===== config.mk =====
export PLATFORM = sky130hd
export DESIGN_NAME = audio_receiver_s_axis
export DESIGN_NICKNAME = d
export VERILOG_FILES = /design/src/rtl/audio_receiver_s_axis.sv
export SDC_FILE = /design/constraint.sdc
export NUM_CORES = 1
export LEC_CHECK = 0
export BUFFER_PORTS_ARGS = -buffer_cell sky130_fd_sc_hd__buf_2
export CAP_MARGIN = 10
export CORE_UTILIZATION = 59
export DETAILED_ROUTE_END_ITERATION = 8
export PLACE_DENSITY = 0.79
export SETUP_SLACK_MARGIN = 0.4
export SYNTH_ARGS = -nofsm -noshare
export SYNTH_HDL_FRONTEND = slang
export SYNTH_SLANG_ARGS = --single-unit

===== constraint.sdc =====
create_clock -name S_AXIS_ACLK -period 2.3 [get_ports S_AXIS_ACLK]
set_clock_uncertainty 0.1 [all_clocks]
set_input_delay 0.23 -clock S_AXIS_ACLK [delete_from_list [all_inputs] [get_ports S_AXIS_ACLK]]
set_output_delay 0.23 -clock S_AXIS_ACLK [all_outputs]
set_load 0.01 [all_outputs]

===== src/rtl/audio_receiver_s_axis.sv =====
//------------------------------------------------------------------------------
// audio_receiver_s_axis
//   AXI4-Stream sink that collects Left/Right audio word pairs (TLAST marks the
//   Right word) and replays them MSB-first as I2S serial data, driven by the
//   codec's bclk/lrclk, which are asynchronous to the stream clock.
//
// Ports
//   S_AXIS_ACLK     in   sole clock
//   S_AXIS_ARESETN  in   asynchronous active-low reset
//   S_AXIS_TDATA    in   audio word, MSB-aligned (top AUDIO_BITS used)
//   S_AXIS_TSTRB    in   ignored
//   S_AXIS_TLAST    in   marks the Right word of a pair
//   S_AXIS_TVALID   in   upstream word valid
//   S_AXIS_TREADY   out  block accepts a word
//   bclk            in   codec bit clock (at most ACLK/4)
//   lrclk           in   codec word clock, 0 = Left, 1 = Right
//   sdata           out  I2S serial data to the DAC
//   frame_err       out  sticky TLAST framing error
//   underrun        out  sticky: no complete pair ready at Left frame start
//------------------------------------------------------------------------------
`timescale 1ns/1ps
module audio_receiver_s_axis #(
   parameter int C_S_AXIS_TDATA_WIDTH = 32,
   parameter int AUDIO_BITS           = 24
) (
   input  logic                              S_AXIS_ACLK,
   input  logic                              S_AXIS_ARESETN,
   input  logic [C_S_AXIS_TDATA_WIDTH-1:0]   S_AXIS_TDATA,
   input  logic [C_S_AXIS_TDATA_WIDTH/8-1:0] S_AXIS_TSTRB,
   input  logic                              S_AXIS_TLAST,
   input  logic                              S_AXIS_TVALID,
   output logic                              S_AXIS_TREADY,
   input  logic                              bclk,
   input  logic                              lrclk,
   output logic                              sdata,
   output logic                              frame_err,
   output logic                              underrun
);

   localparam int CW = $clog2(AUDIO_BITS + 1);

   typedef enum logic [1:0] {WAIT_L, WAIT_R, FULL} rx_state_e;

   rx_state_e              state_q, state_d;
   logic                   tready_q, tready_d;
   logic [AUDIO_BITS-1:0]  pair_l_q, pair_l_d;
   logic [AUDIO_BITS-1:0]  pair_r_q, pair_r_d;
   logic                   frame_err_q, frame_err_d;

   logic [1:0]             bclk_sync_q, lr_sync_q;
   logic                   bclk_prev_q;
   logic                   lr_prev_q, lr_prev_d;
   logic [AUDIO_BITS-1:0]  act_l_q, act_l_d;
   logic [AUDIO_BITS-1:0]  act_r_q, act_r_d;
   logic [AUDIO_BITS-1:0]  shift_q, shift_d;
   logic [CW-1:0]          bit_cnt_q, bit_cnt_d;
   logic                   sdata_q, sdata_d;
   logic                   underrun_q, underrun_d;

   logic                   xfer;
   logic [AUDIO_BITS-1:0]  sample;
   logic                   bclk_fall;
   logic                   lr_s;
   logic                   lr_edge;
   logic                   handoff;

   // Only the top AUDIO_BITS of the word and no strobe bits are used.
   logic unused_inputs;
   if (AUDIO_BITS < C_S_AXIS_TDATA_WIDTH) begin : g_unused_lsbs
      assign unused_inputs = ^{S_AXIS_TSTRB, S_AXIS_TDATA[C_S_AXIS_TDATA_WIDTH-AUDIO_BITS-1:0]};
   end else begin : g_no_lsbs
      assign unused_inputs = ^S_AXIS_TSTRB;
   end

   assign xfer      = S_AXIS_TVALID & tready_q;
   assign sample    = S_AXIS_TDATA[C_S_AXIS_TDATA_WIDTH-1 -: AUDIO_BITS];
   assign bclk_fall = bclk_prev_q & ~bclk_sync_q[1];
   assign lr_s      = lr_sync_q[1];
   assign lr_edge   = bclk_fall & (lr_s != lr_prev_q);
   // Left frame start with a complete pair waiting: pair moves to the player.
   assign handoff   = lr_edge & ~lr_s & (state_q == FULL);

   //---------------------------------------------------------------- receive FSM
   always_comb begin
      state_d     = state_q;
      pair_l_d    = pair_l_q;
      pair_r_d    = pair_r_q;
      frame_err_d = frame_err_q;
      case (state_q)
         WAIT_L: if (xfer) begin
            if (S_AXIS_TLAST) begin
               frame_err_d = 1'b1;
            end else begin
               pair_l_d = sample;
               state_d  = WAIT_R;
            end
         end
         WAIT_R: if (xfer) begin
            if (S_AXIS_TLAST) begin
               pair_r_d = sample;
               state_d  = FULL;
            end else begin
               pair_l_d    = sample;
               frame_err_d = 1'b1;
            end
         end
         FULL:    if (handoff) state_d = WAIT_L;
         default: state_d = WAIT_L;
      endcase
      // Registered so TREADY stays low throughout reset.
      tready_d = (state_d != FULL);
   end

   //---------------------------------------------------------------- I2S player
   // The bit index AUDIO_BITS-1-bit_cnt is realised as a left-shifting copy of
   // the word, with sdata always taken from its MSB.
   always_comb begin
      lr_prev_d  = lr_prev_q;
      act_l_d    = act_l_q;
      act_r_d    = act_r_q;
      shift_d    = shift_q;
      bit_cnt_d  = bit_cnt_q;
      sdata_d    = sdata_q;
      underrun_d = underrun_q;
      if (bclk_fall) begin
         lr_prev_d = lr_s;
         if (lr_edge) begin
            if (!lr_s) begin
               if (state_q == FULL) begin
                  act_l_d = pair_l_q;
                  act_r_d = pair_r_q;
                  shift_d = pair_l_q;
               end else begin
                  underrun_d = 1'b1;
                  shift_d    = act_l_q;
               end
            end else begin
               shift_d = act_r_q;
            end
            sdata_d   = shift_d[AUDIO_BITS-1];
            shift_d   = shift_d << 1;
            bit_cnt_d = CW'(1);
         end else if (bit_cnt_q < CW'(AUDIO_BITS)) begin
            sdata_d   = shift_q[AUDIO_BITS-1];
            shift_d   = shift_q << 1;
            bit_cnt_d = bit_cnt_q + CW'(1);
         end else begin
            sdata_d = 1'b0;
         end
      end
   end

   always_ff @(posedge S_AXIS_ACLK or negedge S_AXIS_ARESETN) begin
      if (!S_AXIS_ARESETN) begin
         state_q     <= WAIT_L;
         tready_q    <= 1'b0;
         pair_l_q    <= '0;
         pair_r_q    <= '0;
         frame_err_q <= 1'b0;
         bclk_sync_q <= '0;
         lr_sync_q   <= '0;
         bclk_prev_q <= 1'b0;
         lr_prev_q   <= 1'b1;
         act_l_q     <= '0;
         act_r_q     <= '0;
         shift_q     <= '0;
         bit_cnt_q   <= CW'(AUDIO_BITS);
         sdata_q     <= 1'b0;
         underrun_q  <= 1'b0;
      end else begin
         state_q     <= state_d;
         tready_q    <= tready_d;
         pair_l_q    <= pair_l_d;
         pair_r_q    <= pair_r_d;
         frame_err_q <= frame_err_d;
         bclk_sync_q <= {bclk_sync_q[0], bclk};
         lr_sync_q   <= {lr_sync_q[0], lrclk};
         bclk_prev_q <= bclk_sync_q[1];
         lr_prev_q   <= lr_prev_d;
         act_l_q     <= act_l_d;
         act_r_q     <= act_r_d;
         shift_q     <= shift_d;
         bit_cnt_q   <= bit_cnt_d;
         sdata_q     <= sdata_d;
         underrun_q  <= underrun_d;
      end
   end

   assign S_AXIS_TREADY = tready_q;
   assign sdata         = sdata_q;
   assign frame_err     = frame_err_q;
   assign underrun      = underrun_q;

endmodule


==> impl_metrics.sql <==
INSERT INTO impl_metrics (metric_group, metric, value, unit) VALUES
('sta', 'final-hold-violation-count', '0', ''),
('floorplan', 'core_area', '9684', 'um^2'),
('synthesis', 'number_of_enable_type_register_cells_in_the_synthesized_netlist', '0', ''),
('synthesis', 'syn-cell-area', '5868', 'um^2'),
('worst_hold_path', 'hp-start', 'S_AXIS_TLAST', ''),
('power_and_ir_drop', 'p_sw_share', '29.14', '%'),
('synthesis', 'syn_inst', '551', ''),
('final_layout', 'multi_input_logic_area', '2291', 'um^2'),
('power_and_ir_drop', 'share_comb_of_total_power', '19.9', '%'),
('drt', 'antenna_violating_nets_post_route', '0', ''),
('clock_tree', 'cts.root.buffer_cell', 'sky130_fd_sc_hd__clkbuf_8', ''),
('place', 'dpl_worst_slack', '263.4', 'ps'),
('power_and_ir_drop', 'p_per_area', '1166', 'nW/um^2'),
('worst_hold_path', 'hold_path_class', 'in -> reg', ''),
('final_layout', 'layout.filler_cells', '670', ''),
('clock_tree', 'numClockSinks', '136', ''),
('power_and_ir_drop', 'power.leakage', '0.003290', 'uW'),
('drt', 'drt_initial_violations', '332', ''),
('synthesis', 'syn_avg_cell_area', '10.65', 'um^2'),
('synthesis', 'synthTopCellsByArea', 'sky130_fd_sc_hd__dfrtp_1 57%, sky130_fd_sc_hd__nand2_1 11%, sky130_fd_sc_hd__mux2_2 9.4%, sky130_fd_sc_hd__a31oi_1 2.3%, sky130_fd_sc_hd__nor2_1 1.9%', ''),
('clock_tree', 'worst_setup_hold_path_clk_slew', '60', 'ps'),
('outcome', 'result_of_the_run', 'completed', ''),
('clock_tree', 'worst_skew_pair.late_latency', '530', 'ps'),
('critical_path', 'endpoint_arrival_time_on_the_critical_path', '2190', 'ps'),
('sta', 'min_period_over_period', '81.63', '%'),
('floorplan', 'top_level_ports', '46', ''),
('power_and_ir_drop', 'vdd_ir_drop_max', '0.6943', 'mV'),
('global_routing', 'grt_max_degree', '70', ''),
('place', 'port-buffer-count', '33', ''),
('power_and_ir_drop', 'cellInternalPower', '5889', 'uW'),
('synthesis', 'synth.largest_area_cell', 'sky130_fd_sc_hd__dfrtp_1', ''),
('critical_path', 'worst-endpoint-required', '2610', 'ps'),
('synthesis', 'number_of_synthesized_register_bits', '136', ''),
('critical_path', 'reg2regPathDepth', '5', ''),
('floorplan', 'floorplan.rows', '36', ''),
('synthesis', 'postSynthNetCount', '594', ''),
('final_layout', 'area_growth_syn_to_layout', '21.49', '%'),
('power_and_ir_drop', 'seqPwrFrac', '47.2', '%'),
('floorplan', 'floorplan.die_area', '10350', 'um^2'),
('sta', 'fin_setup_tns', '0', 'ps'),
('global_routing', 'grt_usage', '29.05', '%'),
('clock_tree', 'cts-buffers-inserted', '17', ''),
('global_routing', 'first_global_vias', '4589', ''),
('final_layout', 'most-common-layout-cells', '170 x sky130_fd_sc_hd__nand2_1, 132 x sky130_fd_sc_hd__dfrtp_1, 49 x sky130_fd_sc_hd__mux2_2', ''),
('synthesis', 'synth-main-ff-cell', 'sky130_fd_sc_hd__dfrtp_1', ''),
('sta', 'tightest_slew', '642.3', 'ps'),
('sta', 'slew_violations', '0', ''),
('synthesis', 'synth.distinct_cells', '49', ''),
('floorplan', 'floorplan.initialDensity', '60.59', '%'),
('final_layout', 'num-nets-final', '660', ''),
('synthesis', 'synth-async-reset-ratio', '100.0', '%'),
('power_and_ir_drop', 'power.net_switching', '2422', 'uW'),
('floorplan', 'chipHeight', '101.7', 'um'),
('sta', 'max_freq', '532.6', 'MHz'),
('clock_tree', 'clock_tree.buffer_depth', '2', ''),
('critical_path', 'endpoint_kind', 'register', ''),
('power_and_ir_drop', 'power.share.clock', '32.9', '%'),
('synthesis', 'yosysTopAreaCellShare', '56.72', '%'),
('worst_hold_path', 'hold_path_depth', '3', ''),
('final_layout', 'n_antenna_cell', '0', ''),
('drt', 'drc_errors_left', '0', ''),
('global_routing', 'wire_length_of_the_first_global_routing_pass', '22490', 'um'),
('final_layout', 'most_frequent_standard_cell_in_the_layout_excluding_fill_and_tap_cells', 'sky130_fd_sc_hd__nand2_1', ''),
('sta', 'final_critical_period', '1878', 'ps'),
('drt', 'vias_per_cell', '5.896', ''),
('sta', 'post-route-worst-setup-slack', '422.5', 'ps'),
('critical_path', 'r2r-end', 'sdata', ''),
('sta', 'whs', '31.32', 'ps'),
('drt', 'via_count', '4499', ''),
('synthesis', 'synth_sequential_area_ratio', '58.06', '%'),
('sta', 'slew_headroom', '57.18', '%');
==> sequential cells by signal, summed over array words and instances, names as in the netlist <==
signal         cells
S_AXIS_TREADY      1
pair_l_q          24
lr_prev_q          1
state_q            2
act_l_q           24
bclk_prev_q        1
sdata              1
act_r_q           24
frame_err          1
bclk_sync_q        2
pair_r_q          24
bit_cnt_q          5
underrun           1
shift_q           23
lr_sync_q          2
==> area by class of cell <==
type                    count  area share, %
clock inverters            14          2.404
repair buffers             81          9.161
well taps                 133          2.334
clock buffers              18          6.002
inverters                   3         0.1580
multi-input cells         378          32.13
flip-flops and latches    136          47.81
==> worst max path at each step <==
| stage | startpoint | end | slack (ps) | depth (start not counted) |
|---|---|---|---|---|
| 3_5_place_dp | lr_prev_q | shift_q[10] | 260 | 4 |
| 6_report | lr_sync_q[1] | sdata | 420 | 5 |
| 5_1_grt | lr_sync_q[1] | sdata | 340 | 5 |
| 2_1_floorplan | S_AXIS_TREADY | pair_r_q[10] | 650 | 6 |
| 3_3_place_gp | lr_prev_q | shift_q[22] | 280 | 4 |
| 4_1_cts | state_q[1] | shift_q[12] | 420 | 5 |
==> stage by stage <==
| stage | instances | total power, uW | cell area, um^2 |
|---|---|---|---|
| global placement | 701 | 5330 | 6200 |
| CTS | 762 | 8309 | 7103 |
| detailed placement | 701 | 5482 | 6200 |
| global route | 763 | 8743 | 7129 |
| floorplan | 551 | 4960 | 5868 |
| finish | 763 | 8311 | 7129 |
==> critical path: stages (launching register included) <==
cell	delay (ps)
sky130_fd_sc_hd__dfrtp_2	470
sky130_fd_sc_hd__inv_1	390
sky130_fd_sc_hd__buf_4	290
sky130_fd_sc_hd__mux2i_1	210
sky130_fd_sc_hd__o21ai_0	100
sky130_fd_sc_hd__o22a_1	190
==> power by group through the flow <==
| stage | registers (uW) | logic, uW | clock network (uW) |
|---|---|---|---|
| final | 3920 | 1650 | 2740 |
| after global routing | 4030 | 1840 | 2870 |
| after CTS | 3910 | 1640 | 2760 |
| after detailed placement | 3920 | 1570 | 0 |
| after global placement | 3870 | 1460 | 0 |
| after floorplan | 3730 | 1230 | 0 |
==> synthesized netlist by cell type, types with 2 or more instances <==
cell type / n
sky130_fd_sc_hd__a21o_1: 4
sky130_fd_sc_hd__a21oi_1: 9
sky130_fd_sc_hd__a221oi_1: 9
sky130_fd_sc_hd__a222oi_1: 6
sky130_fd_sc_hd__a22o_1: 8
sky130_fd_sc_hd__a22oi_1: 6
sky130_fd_sc_hd__a2bb2oi_1: 7
sky130_fd_sc_hd__a31oi_1: 22
sky130_fd_sc_hd__and3_1: 2
sky130_fd_sc_hd__buf_2: 22
sky130_fd_sc_hd__buf_4: 7
sky130_fd_sc_hd__clkbuf_1: 4
sky130_fd_sc_hd__dfrtp_1: 133
sky130_fd_sc_hd__dfstp_2: 3
sky130_fd_sc_hd__inv_1: 2
sky130_fd_sc_hd__mux2_2: 49
sky130_fd_sc_hd__mux2i_1: 3
sky130_fd_sc_hd__nand2_1: 170
sky130_fd_sc_hd__nand2b_1: 3
sky130_fd_sc_hd__nand3_1: 3
sky130_fd_sc_hd__nor2_1: 30
sky130_fd_sc_hd__nor2b_1: 3
sky130_fd_sc_hd__nor3_1: 2
sky130_fd_sc_hd__o211ai_1: 2
sky130_fd_sc_hd__o21ai_0: 8
sky130_fd_sc_hd__o22ai_1: 2
sky130_fd_sc_hd__or2_2: 8
sky130_fd_sc_hd__xor2_1: 3
==> layer usage <==
metal	wire, um	vias to the layer above	GRT usage (%)	share of wire, %
met3	700	35	6.970	5.3
li1	-	2038	-	-
met2	6747	169	46.21	51
met5	0	-	0	0
met1	5556	2257	37.66	42
met4	298	0	14.16	2.2
==> kinds of logic after synthesis <==
kind of cell | after synthesis | synth area share, %
buffers and inverters | 37 | 3.411
flip-flops | 136 | 58.06
adder cells (fa/ha/maj) | 1 | 0.2132
multiplexers | 52 | 9.915
XOR/XNOR | 6 | 1.152
AO/OA/AOI/OAI | 91 | 11.24
AND/OR/NAND/NOR | 228 | 16.01
==> timing repair <==
item | 4_1_cts | 5_1_grt
hold endpoints to repair | 118 | 0
gates cloned | 0 | 0
pin swaps | 0 | 0
gates resized for setup | 5 | 5
hold buffers | 29 | 0
buffers inserted | 0 | 1
endpoints found under the setup margin | 13 | 33
No activity file was read; power rests on OpenSTA's default activity.
